## src/rtl/fill_pkg.sv

```systemverilog
// Shared types and constants for the rectangle filler.
package fill_pkg;

  localparam int DEF_SCREEN_W = 160;
  localparam int DEF_SCREEN_H = 120;

  typedef enum logic [1:0] {
    IDLE = 2'b00,
    PLOT = 2'b01,
    DONE = 2'b10
  } state_e;

  typedef enum logic [1:0] {
    SOLID   = 2'b00,
    CHECKER = 2'b01,
    STRIPES = 2'b10
  } mode_e;

  // Selects the secondary colour for the pixel; code 2'b11 falls back to solid.
  function automatic logic use_alt(input logic [1:0] mode, input logic x_lsb, input logic y_lsb);
    case (mode)
      CHECKER: return x_lsb ^ y_lsb;
      STRIPES: return y_lsb;
      default: return 1'b0;
    endcase
  endfunction

endpackage

```

## src/rtl/fill_rect_clip.sv

```systemverilog
// Orders rectangle corners and clamps the far edges to the screen.
// Purely combinational; outputs are one bit wider than the inputs.
module fill_rect_clip #(
  parameter int SCREEN_W = 160,
  parameter int SCREEN_H = 120,
  parameter int X_W      = 8,
  parameter int Y_W      = 7
) (
  input  logic [X_W-1:0] x0,
  input  logic [X_W-1:0] x1,
  input  logic [Y_W-1:0] y0,
  input  logic [Y_W-1:0] y1,
  output logic [X_W:0]   xa,
  output logic [X_W:0]   xb,
  output logic [Y_W:0]   ya,
  output logic [Y_W:0]   yb,
  output logic           empty
);

  localparam logic [X_W:0] X_MAX = (X_W+1)'(SCREEN_W - 1);
  localparam logic [Y_W:0] Y_MAX = (Y_W+1)'(SCREEN_H - 1);

  logic [X_W:0] x_hi;
  logic [Y_W:0] y_hi;

  always_comb begin
    xa   = (x0 <= x1) ? {1'b0, x0} : {1'b0, x1};
    x_hi = (x0 <= x1) ? {1'b0, x1} : {1'b0, x0};
    ya   = (y0 <= y1) ? {1'b0, y0} : {1'b0, y1};
    y_hi = (y0 <= y1) ? {1'b0, y1} : {1'b0, y0};
    xb   = (x_hi > X_MAX) ? X_MAX : x_hi;
    yb   = (y_hi > Y_MAX) ? Y_MAX : y_hi;
    // A rectangle starting beyond the visible area has nothing to draw.
    empty = (xa > X_MAX) || (ya > Y_MAX);
  end

endmodule

```

## src/rtl/fill_rect.sv

```systemverilog
// Fills a clipped rectangle one pixel per clock in row-major order.
// First pixel one cycle after the job is taken; done holds until start drops.
module fill_rect
  import fill_pkg::*;
#(
  parameter int SCREEN_W = DEF_SCREEN_W,
  parameter int SCREEN_H = DEF_SCREEN_H,
  parameter int X_W      = 8,
  parameter int Y_W      = 7,
  parameter int COLOUR_W = 3
) (
  input  logic                clk,
  input  logic                rst,
  input  logic                start,
  input  logic [X_W-1:0]      x0,
  input  logic [X_W-1:0]      x1,
  input  logic [Y_W-1:0]      y0,
  input  logic [Y_W-1:0]      y1,
  input  logic [COLOUR_W-1:0] colour,
  input  logic [COLOUR_W-1:0] colour_alt,
  input  logic [1:0]          mode,
  output logic                done,
  output logic                busy,
  output logic [X_W-1:0]      vga_x,
  output logic [Y_W-1:0]      vga_y,
  output logic [COLOUR_W-1:0] vga_colour,
  output logic                vga_plot
);

  state_e state, state_nxt;

  logic [X_W:0] clip_xa, clip_xb;
  logic [Y_W:0] clip_ya, clip_yb;
  logic         clip_empty;

  logic [X_W:0]          xa_q, xb_q, x_q;
  logic [Y_W:0]          yb_q, y_q;
  logic [COLOUR_W-1:0]   colour_q, alt_q;
  logic [1:0]            mode_q;
  logic                  take_job, last_px, row_end;

  fill_rect_clip #(
    .SCREEN_W (SCREEN_W),
    .SCREEN_H (SCREEN_H),
    .X_W      (X_W),
    .Y_W      (Y_W)
  ) u_clip (
    .x0    (x0),
    .x1    (x1),
    .y0    (y0),
    .y1    (y1),
    .xa    (clip_xa),
    .xb    (clip_xb),
    .ya    (clip_ya),
    .yb    (clip_yb),
    .empty (clip_empty)
  );

  assign take_job = (state == IDLE) && start;
  assign row_end  = (x_q == xb_q);
  assign last_px  = row_end && (y_q == yb_q);
  assign busy     = (state == PLOT);

  always_comb begin
    state_nxt = state;
    case (state)
      IDLE:    if (start) state_nxt = clip_empty ? DONE : PLOT;
      PLOT:    if (last_px) state_nxt = DONE;
      DONE:    if (!start) state_nxt = IDLE;
      default: state_nxt = IDLE;
    endcase
  end

  always_ff @(posedge clk) begin
    if (rst) state <= IDLE;
    else     state <= state_nxt;
  end

  // Job registers and scan counters are only meaningful once a job is taken.
  always_ff @(posedge clk) begin
    if (take_job) begin
      xa_q     <= clip_xa;
      xb_q     <= clip_xb;
      yb_q     <= clip_yb;
      x_q      <= clip_xa;
      y_q      <= clip_ya;
      colour_q <= colour;
      alt_q    <= colour_alt;
      mode_q   <= mode;
    end else if (state == PLOT) begin
      if (row_end) begin
        x_q <= xa_q;
        y_q <= y_q + 1'b1;
      end else begin
        x_q <= x_q + 1'b1;
      end
    end
  end

  always_ff @(posedge clk) begin
    if (rst) begin
      done       <= 1'b0;
      vga_plot   <= 1'b0;
      vga_x      <= '0;
      vga_y      <= '0;
      vga_colour <= '0;
    end else begin
      done     <= (state == DONE) && start;
      vga_plot <= (state == PLOT);
      if (state == PLOT) begin
        vga_x      <= x_q[X_W-1:0];
        vga_y      <= y_q[Y_W-1:0];
        vga_colour <= use_alt(mode_q, x_q[0], y_q[0]) ? alt_q : colour_q;
      end
    end
  end

endmodule

```

## config.mk

```make
export PLATFORM = sky130hd
export DESIGN_NAME = fill_rect
export DESIGN_NICKNAME = d
export VERILOG_FILES = /design/src/rtl/fill_pkg.sv /design/src/rtl/fill_rect_clip.sv /design/src/rtl/fill_rect.sv
export SDC_FILE = /design/constraint.sdc
export NUM_CORES = 1
export LEC_CHECK = 0
export ABC_AREA = 1
export CAP_MARGIN = 20
export CORE_AREA = 3 3 87 89
export DETAILED_ROUTE_END_ITERATION = 6
export DIE_AREA = 0 0 90 92
export PLACE_DENSITY = 0.84
export SYNTH_ARGS = -nofsm -noshare
export SYNTH_HDL_FRONTEND = slang
export SYNTH_SLANG_ARGS = --single-unit
```

## constraint.sdc

```tcl
create_clock -name clk -period 4.1 [get_ports clk]
set_input_delay 0.82 -clock clk [delete_from_list [all_inputs] [get_ports clk]]
set_output_delay 0.82 -clock clk [all_outputs]
set_load 0.02 [all_outputs]
```

# Word level (Yosys, flattened, before mapping)
# Index checks and enable logic that the tools add are counted.
# classes
n_reduce_logical	9
add_sub_neg	2
magnitude_cmp	6
n_mux	19
n_eq_ne	9
bitwise_logic	1
# ops
cell	count
2-to-1 mux 8 bit	5
2-to-1 mux 9 bit	3
> comparator 9 x 8 -> 1 bit, second input constant	2
> comparator 8 x 7 -> 1 bit, second input constant	2
2-to-1 mux 7 bit	2
adder 9 x 1 -> 9 bit, second input constant	1
== test 9 bit	1
adder 8 x 1 -> 8 bit, second input constant	1
== test 8 bit	1
<= comparator 8 bit	1
2-to-1 mux 2 bit	4
<= comparator 7 bit	1
case mux 2 bit (3 select lines)	1
== test 2 x 1 -> 1 bit, second input constant	2
== test 2 bit, second input constant	2
!= test 2 bit, second input constant	2
nonzero test 2 bit	2
logical AND 1 bit	3
2-to-1 mux 3 bit	1
AND reduction 3 bit	1
zero test 2 bit	1
2-to-1 mux 1 bit	2
!= test 2 x 1 -> 1 bit, second input constant	1
case mux 1 bit (2 select lines)	1
3 further kinds	3
# word_totals
output_inout_bits	21
reg_bits	73
wordCells	60

# Longest topological paths before layout
# Gate-level depths: netlist (run 1).
# logic_depth
depth_word	7
mapped_depth	18
mapped_depth_nobuf	17

# Modules after synthesis
# A second synthesis (run 1) with hierarchy kept.
# hier_totals
cells_unflattened	527
area_unflattened_um2	4246.6
# by_module_without_submodules
module	cells_each	seq_area_each_um2	instances	area_per_inst_um2
fill_rect	336	1971.9	1	3218.1
fill_rect_clip	191	0.0	1	1028.5

# Least setup slack after synthesis (run 1)
# Ideal clock, no wire load.
# synth_path
path_kind	in2reg
startpoint	input port start
endpoint	register y_q[0], data pin
path_slack_ns	1.554
path_buffers	1
arrival_time_ns	2.233
cell_stages	4
setup_ns	0.313
cell_sequence	nand2_1 -> inv_1 -> clkbuf_1 -> o21ai_0
# synth_between
elab_chain_len	2
# synth_lines
item	line_no	rtl
from (decl)	fill_rect.sv:14	input logic start,
logical AND 1 bit	fill_rect.sv:59	assign take_job = (state == IDLE) && start;
via take_job	fill_rect.sv:40	logic take_job, last_px, row_end;
2-to-1 mux 8 bit	fill_rect.sv:81	if (take_job) begin
to (signal assigned)	fill_rect.sv:86	y_q <= clip_ya;
to (signal assigned)	fill_rect.sv:93	y_q <= y_q + 1'b1;
to (decl)	fill_rect.sv:37	logic [Y_W:0] yb_q, y_q;
# The timed path passes the listed nets, and every way through them passes these cells.
# A chain may end at the register's enable or synchronous reset.

# Final worst setup path (run 1)
# layout_path
startpoint	input port x1[5]
endpoint	register xb_q[0], data pin
# layout_between
elab_chain_len	3
# layout_lines
item	line_no	rtl
from (decl)	fill_rect.sv:16	input logic [X_W-1:0] x1,
<= comparator 8 bit	fill_rect_clip.sv:28	x_hi = (x0 <= x1) ? {1'b0, x1} : {1'b0, x0};
2-to-1 mux 8 bit (*)	fill_rect_clip.sv:28	
> comparator 9 x 8 -> 1 bit	fill_rect_clip.sv:31	xb = (x_hi > X_MAX) ? X_MAX : x_hi;
to (signal assigned)	fill_rect.sv:83	xb_q <= clip_xb;
to (decl)	fill_rect.sv:36	logic [X_W:0] xa_q, xb_q, x_q;
# Mark *: on every way between the ends. The rest lies on a longest branch, timed or not.

==> results.toml, run 1 <==
[status]
status = "finished, final reports clean"

[logic_synthesis]
yosys.cell_types.count = 41
synth-edff-count = 48
synth_flop_cell = "edfxtp_1"
synth.avg_cell_area_um2 = 8.71
ys_ff_latch = 70
synthCells = 456
syn_nets = 516
syn_area_um2 = 3970
yosysWarnings = 0
async_reset_ff_share_pct = 0
yosysSeqAreaShare_pct = 47.4

[floorplanning]
die_w_um = 90
core_area_um2 = 6830
rows = 30
die_h_um = 92
start_util_pct = 58.2
die-area_um2 = 8280
io-pin-count = 62

[final_layout]
layout.area.seq_um2 = 1880
area_delta_synth_final_pct = 22.1
final_cell_mix = "95 x nand2_1, 61 x clkdlybuf4s50_1, 57 x inv_1"
layout_commonest_cell = "nand2_1"
finalInstanceArea_um2 = 4850
multi_input_area_um2 = 1770
layout.nets = 577
n_antenna_cell = 0
fillCellCount = 531
layout-drive-gt1-share_pct = 11.9

[sta]
tns_ps = 0
relSlewSlack_pct = 57.7
max_clock_freq_ghz = 0.344
rsz0062_at_grt = "false"
min_period_over_period_pct = 71.0
finClkSkew_ps = 8.46
worst_slew_pin_slew_ps = 634
hold_viol_final = 0
setup_viol = 0
drv_slew = 0
period_minus_slack_ps = 2910

[route]
wl_met1_mm = 3.65
first_pass_iters = 5
ant_nets = 0
routed.top_layer = "met4"
viasPerCell = 5.26
vias = 3250
drt_iter0_markers = 198
drc = 0
wl_mm = 8.25
drt-wirelength-per-cell_um = 13.3
wl_met2_mm = 3.89
route.met3.wl_um = 561

[critical_path]
worst_setup_path_end_kind = "register"
arrival_ps = 3000
cpPeakStageDelay_ps = 450
critPathKind = "input pin to register"
cp-start-kind = "input pin"
cpMaxStageDelayCell = "clkdlybuf4s50_1"
cp_max_fo = 30
crit_top_cell = "nand2_2"
r2r_slack_ps = 1740
cp.required_ps = 4190
cp_cell_sequence = "clkdlybuf4s50_1, inv_1, ha_1, a21oi_1, nor2_1, nor2_1, nand2_2, nand2_2, nand2_1, o21ai_2, nand2_1, nand2_2, o211ai_2"

[global_routing]
track_usage_pct = 20.5
grt_max_degree = 31
grt_pass1_wl_mm = 13.6
grt-ovfl-total = 0
grt_pass1_vias = 3052
antenna_found_initial = 0

[cts]
htree_levels = 3
clockBufferDepth = 2
numCtsBuffers = 9
cts_resized = 0
holdBufCountCts = 0
root_buffer = "clkbuf_8"
worstSkewPairLatency_ps = 350
clkTransAtPathRegs_ps = 70
cts_num_sinks = 70
cts_setup_buffers = 0
tritoncts = "yes"

[placement]
placed_area_um2 = 4630
hpwl_mm = 6.34
gp_congestion = 0.825
port_buffers = 61

[pwr]
power.leakage_nw = 2.08
ir_drop_mv = 0.199
cellPowerDensity_nw_per_um2 = 470

[job]
cap_viol_max_count = 0

[worst_hold_path]
hold_path_class = "register to register"
metrics by stage:
step                      hold slack [ps]  setup WS, ps  utilization [%]  cells  total power (W)
after detailed placement              510           811             67.8    601          0.00169
after global routing                  549           998             71.0    618          0.00241
after floorplan                       481          1550                -    456          0.00148
final                                 520          1190             71.0    618          0.00228
after CTS                             528          1180             70.9    617          0.00228
after global placement                487           917             67.8    601          0.00166
layer usage:
layer | GRT usage [%] | vias to the layer above
met3 | 4.10 | 13
li1 | - | 1646
met4 | 9.44 | 0
met1 | 25.9 | 1466
met5 | 0 | -
met2 | 34.1 | 125
cells by family after synthesis:
| family | synth area share [%] |
|---|---|
| AO/OA/AOI/OAI | 13.5 |
| buffers and inverters | 8.03 |
| XOR/XNOR | 3.53 |
| flip-flops | 47.4 |
| AND/OR/NAND/NOR | 21.5 |
| adder cells (fa/ha/maj) | 5.98 |
synth_stat cells, drive strengths merged, types with 7 or more instances:
cell	instances	share of area [%]
nor2	37	4.0
nand4	8	1.6
o21ai	56	7.7
xor2	8	1.8
inv	60	5.7
clkbuf	9	0.88
a31oi	7	1.1
nand3	16	2.1
nand2	111	12
a21oi	25	3.6
dfxtp	22	11
xnor2	8	1.8
edfxtp	48	36
ha	19	6.0
worst paths after layout:
path / startpoint / to / depth (start not counted)
max: x1[5] / xb_q[0] / 13
min: colour_q[0] / vga_colour[0] / 2
max reg2reg: x_q[0] / y_q[2] / 7
min reg2reg: colour_q[0] / vga_colour[0] / 2
final cells by class:
class                      instances  area share [%]
timing repair buffer              65            13.2
sequential                        70            38.8
clock inverter                     7            1.83
clock buffer                       9            2.55
tap                               96            2.48
inverter                          60            4.64
multi-input combinational        311            36.5
where the power goes:
part / switching, W / internal, W
registers: 0.0000885 / 0.000924
logic: 0.000399 / 0.000274
clock network: 0.000257 / 0.000338
sequential cells by signal (all words and copies together) (netlist names):
name,flops
done,1
vga_plot,1
yb_q,7
vga_x,8
state,2
vga_colour,3
xa_q,8
xb_q,8
colour_q,3
alt_q,3
y_q,8
vga_y,7
x_q,9
mode_q,2
worst max-delay path, delay by kind of cell:
kind	cells	cell delay [ps]
and+or+nand+nor	7	1040
buffers and inverters	2	510
AOI/OAI and AO/OA	3	340
adders and majority gates	1	290
Power figures use the tool's default switching activity.
==> run 2, diff against run 1 <==
CORE_AREA = 3 3 90 92   (was 3 3 87 89)
DIE_AREA = 0 0 93 95   (was 0 0 90 92)
PLACE_DENSITY = 0.79   (was 0.84)
clock period = 2.9 ns   (was 4.1 ns; I/O delays follow)
==> run 2 against run 1 <==
Clock skew fell by 1.7 ps. Highest routed layer unchanged. Critical endpoint is now x_q[1]. Hold slack got worse by 5.8 ps. Clock power is 44% higher.
==> results.toml, run 2 (same netlist as run 1, synthesis figures left out) <==
[status]
status = "finished, final reports clean"

[route]
wl_mm = 8.11
viasPerCell = 5.20
drt-wirelength-per-cell_um = 13.0
drc = 0
vias = 3250
drt_iter0_markers = 230
first_pass_iters = 5
ant_nets = 0

[pwr]
p_sw_share_pct = 32.5
power.leakage_nw = 2.10
clkPwrFrac_pct = 26.3
cellPowerDensity_nw_per_um2 = 663
power_frac_seq_pct = 43.9
p_comb_share_pct = 29.8
power.internal_w = 0.00220
ir_drop_mv = 0.259
switching_power_w = 0.00106

[global_routing]
grt-ovfl-total = 0
busiest_layer = "met2"
grt_pass1_wl_mm = 13.6
globalRouteMet3Util_pct = 2.95
track_usage_pct = 19.6
grt_use_met2_pct = 31.1
grt_use_met1_pct = 26.7
antenna_found_initial = 0
grt_max_degree = 36
grt_pass1_vias = 3044

[sta]
tns_ps = 0
max_clock_freq_ghz = 0.406
setup_viol = 0
worst_slew_pin_slew_ps = 564
rsz0062_at_grt = "false"
relSlewSlack_pct = 62.4
finClkSkew_ps = 6.74
drv_slew = 0
min_period_over_period_pct = 84.9
hold_viol_final = 0
period_minus_slack_ps = 2460

[floorplanning]
io-pin-count = 62
rows = 31
start_util_pct = 54.5
core_area_um2 = 7290
die-area_um2 = 8840
die_h_um = 95
die_w_um = 93

[critical_path]
cp.required_ps = 3100
critPathBufInv = 3
arrival_ps = 2660
cp-start-kind = "input pin"
critPathTopFamily = "buffers and inverters"
crit_top_cell = "nand2_1"
critPathKind = "input pin to register"
cp_cell_sequence = "clkdlybuf4s50_1, inv_1, ha_1, nand2_1, nor2_2, nand4_2, nand2_2, buf_4, nand2_1, o21ai_1, nor2_1, a31oi_1"
cpPeakStageDelay_ps = 450
worst_setup_path_end_kind = "register"
cp_max_fo = 16
cpMaxStageDelayCell = "clkdlybuf4s50_1"

[cts]
htree_levels = 3
cts_num_sinks = 70
cts_setup_buffers = 0
holdBufCountCts = 0
tritoncts = "yes"
clockBufferDepth = 2
clkTransAtPathRegs_ps = 70
numCtsBuffers = 9
worstSkewPairLatency_ps = 340
root_buffer = "clkbuf_8"
cts_resized = 0

[final_layout]
largest_reg_flops = 9
layout.nets = 581
area_delta_synth_final_pct = 23.5
layout.area.seq_um2 = 1880
layout_commonest_cell = "nand2_1"
final_cell_mix = "95 x nand2_1, 61 x clkdlybuf4s50_1, 57 x inv_1"
multi_input_area_um2 = 1770
layout.cells.non_filler = 625
largest-register = "x_q"
n_antenna_cell = 0
fillCellCount = 580
layout-drive-gt1-share_pct = 12.7

[placement]
gp_congestion = 0.861
hpwl_mm = 6.38
port_buffers = 61
placedCellCount = 609

[job]
cap_viol_max_count = 0

[worst_hold_path]
hold_path_class = "register to register"
run 2: cell count changes in the layout (fill, tap and decap cells not counted), sizes merged:
cell | before | now
inv | 60 | 61
clkbuf | 10 | 9
buf | 3 | 8
clkinv | 3 | 2
run 2: area by class of cell:
cell class	instances	share of cell area, %
Sequential cell	70	38.3
Clock buffer	9	2.52
Timing Repair Buffer	69	13.9
Multi-Input combinational cell	311	36.1
Inverter	60	4.59
Clock inverter	7	1.99
Tap cell	99	2.52
run 2: layer usage:
metal / vias to the layer above / share of wire [%]
li1: 1654 / -
met1: 1486 / 47
met2: 98 / 46
met3: 12 / 5.7
met4: 0 / 1.8
met5: - / 0
run 2: tightest hold or removal path, delay by kind of cell (launching register included):
kind	cells	cell delay, ps
AND/OR/NAND/NOR	1	80
flip-flops	1	320
AO/OA/AOI/OAI	1	80
run 2: path summary, 6_finish.rpt:
kind / slack [ps] / cells past startpoint / endpoint / from
hold reg to reg: 510 / 2 / vga_x[5] / vga_x[5]
setup / recovery: 440 / 12 / x_q[1] / x1[7]
hold / removal: 510 / 2 / vga_x[5] / vga_x[5]
setup reg to reg: 920 / 7 / y_q[0] / x_q[0]
run 2: power groups by stage:
stage                     clock network, W  logic [W]  registers [W]
after floorplan                          0   0.000622        0.00147
final                             0.000856   0.000971        0.00143
after global routing              0.000926    0.00109        0.00145
after detailed placement                 0   0.000971        0.00145
after CTS                         0.000873   0.000977        0.00143
after global placement                   0   0.000934        0.00144
run 2: through the flow:
step | utilization [%] | setup WS [ps] | instance area, um2 | total power (W) | hold slack, ps
after floorplan | - | 594 | 3970 | 0.00209 | 481
after global placement | 64.3 | 180 | 4690 | 0.00237 | 488
after detailed placement | 64.3 | 109 | 4690 | 0.00242 | 501
after CTS | 67.3 | 473 | 4910 | 0.00328 | 524
after global routing | 67.3 | 227 | 4910 | 0.00346 | 562
final | 67.3 | 438 | 4910 | 0.00326 | 515
==> run 3, diff against run 2 <==
clock period = 2.35 ns   (was 2.9 ns; I/O delays follow)
==> run 3 against run 2 <==
Via count up 3.8%. Cell count increased by 7.0%. Power increased by 25%. Sequential cell count stayed put. Setup slack lost 260 ps. Critical path type unchanged. Critical endpoint is now xb_q[0]. Highest routed layer unchanged.
==> results.toml, run 3 (same netlist as run 1, synthesis figures left out) <==
[global_routing]
grt-ovfl-total = 0
grt_pass1_vias = 3376
grt_max_degree = 36
track_usage_pct = 21.2
grt_pass1_wl_mm = 14.8
antenna_found_initial = 0

[final_layout]
layout.area.seq_um2 = 1880
layout-drive-gt1-share_pct = 19.5
largest_reg_flops = 9
final_cell_mix = "95 x nand2_1, 61 x clkdlybuf4s50_1, 57 x inv_1"
n_antenna_cell = 0
layout_commonest_cell = "nand2_1"
largest-register = "x_q"
area_delta_synth_final_pct = 32.2
layout.nets = 625
multi_input_area_um2 = 1790
fillCellCount = 567
finalInstanceArea_um2 = 5250

[sta]
min_period_over_period_pct = 92.5
relSlewSlack_pct = 65.5
setup_viol = 0
hold_viol_final = 0
drv_slew = 0
finClkSkew_ps = 8.11
period_minus_slack_ps = 2170
rsz0062_at_grt = "false"
worst_slew_pin_slew_ps = 517
tns_ps = 0
max_clock_freq_ghz = 0.460

[route]
viasPerCell = 5.04
drt_iter0_markers = 157
wl_mm = 8.65
vias = 3375
drt-wirelength-per-cell_um = 12.9
first_pass_iters = 4
drc = 0
ant_nets = 0

[critical_path]
cp_cell_sequence = "clkdlybuf4s50_1, inv_1, ha_1, nand2_1, nor2_2, nand2_1, nand2_2, nand2_4, buf_12, nor2_2, a21oi_4, nand2_2, o211ai_2"
worst_setup_path_end_kind = "register"
cp-start-kind = "input pin"
reg2reg_to = "y_q[3]"
cpPeakStageDelay_ps = 460
critPathKind = "input pin to register"
endpoint = "xb_q[0]"
critPathLaunch = "x1[7]"
cp.required_ps = 2460
cpMaxStageDelayCell = "clkdlybuf4s50_1"
r2r_slack_ps = 550
cp_max_fo = 10
reg2reg_from = "x_q[0]"
reg2reg_depth = 7
arrival_ps = 2280

[worst_hold_path]
min_from = "vga_x[5]"
hold_path_class = "register to register"

[cts]
clkTransAtPathRegs_ps = 80
worstSkewPairLatency_ps = 350
htree_levels = 3
numCtsBuffers = 9
holdBufCountCts = 0
cts_num_sinks = 70
root_buffer = "clkbuf_8"
tritoncts = "yes"
clockBufferDepth = 2

[pwr]
cellPowerDensity_nw_per_um2 = 772
power.leakage_nw = 2.32
ir_drop_mv = 0.332

[floorplanning]
die-area_um2 = 8840
start_util_pct = 54.5
die_h_um = 95
die_w_um = 93
core_area_um2 = 7290
io-pin-count = 62
rows = 31

[placement]
gp_congestion = 0.826
placed_area_um2 = 5030
hpwl_mm = 6.65
port_buffers = 61

[status]
status = "finished, final reports clean"

[job]
cap_viol_max_count = 0
==> run 3: area by class of cell <==
type                    instances  area share, %
flip-flops and latches         70           35.8
clock buffers                   9           2.36
repair buffers                113           19.6
inverters                      60           4.29
clock inverters                 7           1.55
well taps                      99           2.36
multi-input cells             311           34.0
==> run 3: worst min-delay path by stage <==
stage | end | slack [ps] | cells past startpoint
2_1_floorplan | vga_colour[0] | 480 | 2
3_5_place_dp | vga_colour[2] | 510 | 2
4_1_cts | vga_colour[2] | 520 | 2
5_1_grt | vga_x[5] | 560 | 2
6_report | vga_x[5] | 530 | 2
3_3_place_gp | vga_colour[2] | 490 | 2
==> run 3: through the flow <==
step | utilization (%) | hold WS (ps) | total power (W) | setup WS [ps] | cells
2_1_floorplan | - | 481 | 0.00258 | 154 | 456
3_3_place_gp | 69.0 | 488 | 0.00302 | -155 | 653
3_5_place_dp | 69.0 | 506 | 0.00307 | -218 | 653
4_1_cts | 71.8 | 525 | 0.00407 | 133 | 669
5_1_grt | 72.0 | 564 | 0.00431 | 25.1 | 669
6_report | 72.0 | 528 | 0.00405 | 176 | 669
==> run 3: timing repair <==
item                       in CTS  in global routing
setup endpoints to repair       0                  7
buffers inserted                0                  0
resized for setup               0                  3
==> run 3: worst max-delay path, delay by kind of cell <==
| kind | cells | cell delay, ps |
|---|---|---|
| buffers and inverters | 3 | 660 |
| adder cells (fa/ha/maj) | 1 | 280 |
| AND/OR/NAND/NOR | 7 | 700 |
| AO/OA/AOI/OAI | 2 | 150 |
==> run 3: per-layer routing <==
| metal | GRT usage (%) | wire length [um] | vias up |
|---|---|---|---|
| li1 | - | - | 1741 |
| met1 | 27.1 | 3840 | 1513 |
| met2 | 35.1 | 4110 | 104 |
| met3 | 3.82 | 509 | 17 |
| met4 | 9.52 | 191 | 0 |
| met5 | 0 | 0 | - |
==> run 3: power breakdown <==
part           switching [W]  internal (W)  leakage (nW)
clock               0.000491      0.000504         0.101
sequential          0.000149       0.00161         0.639
combinational       0.000725      0.000577          1.58
total                0.00136       0.00269          2.32
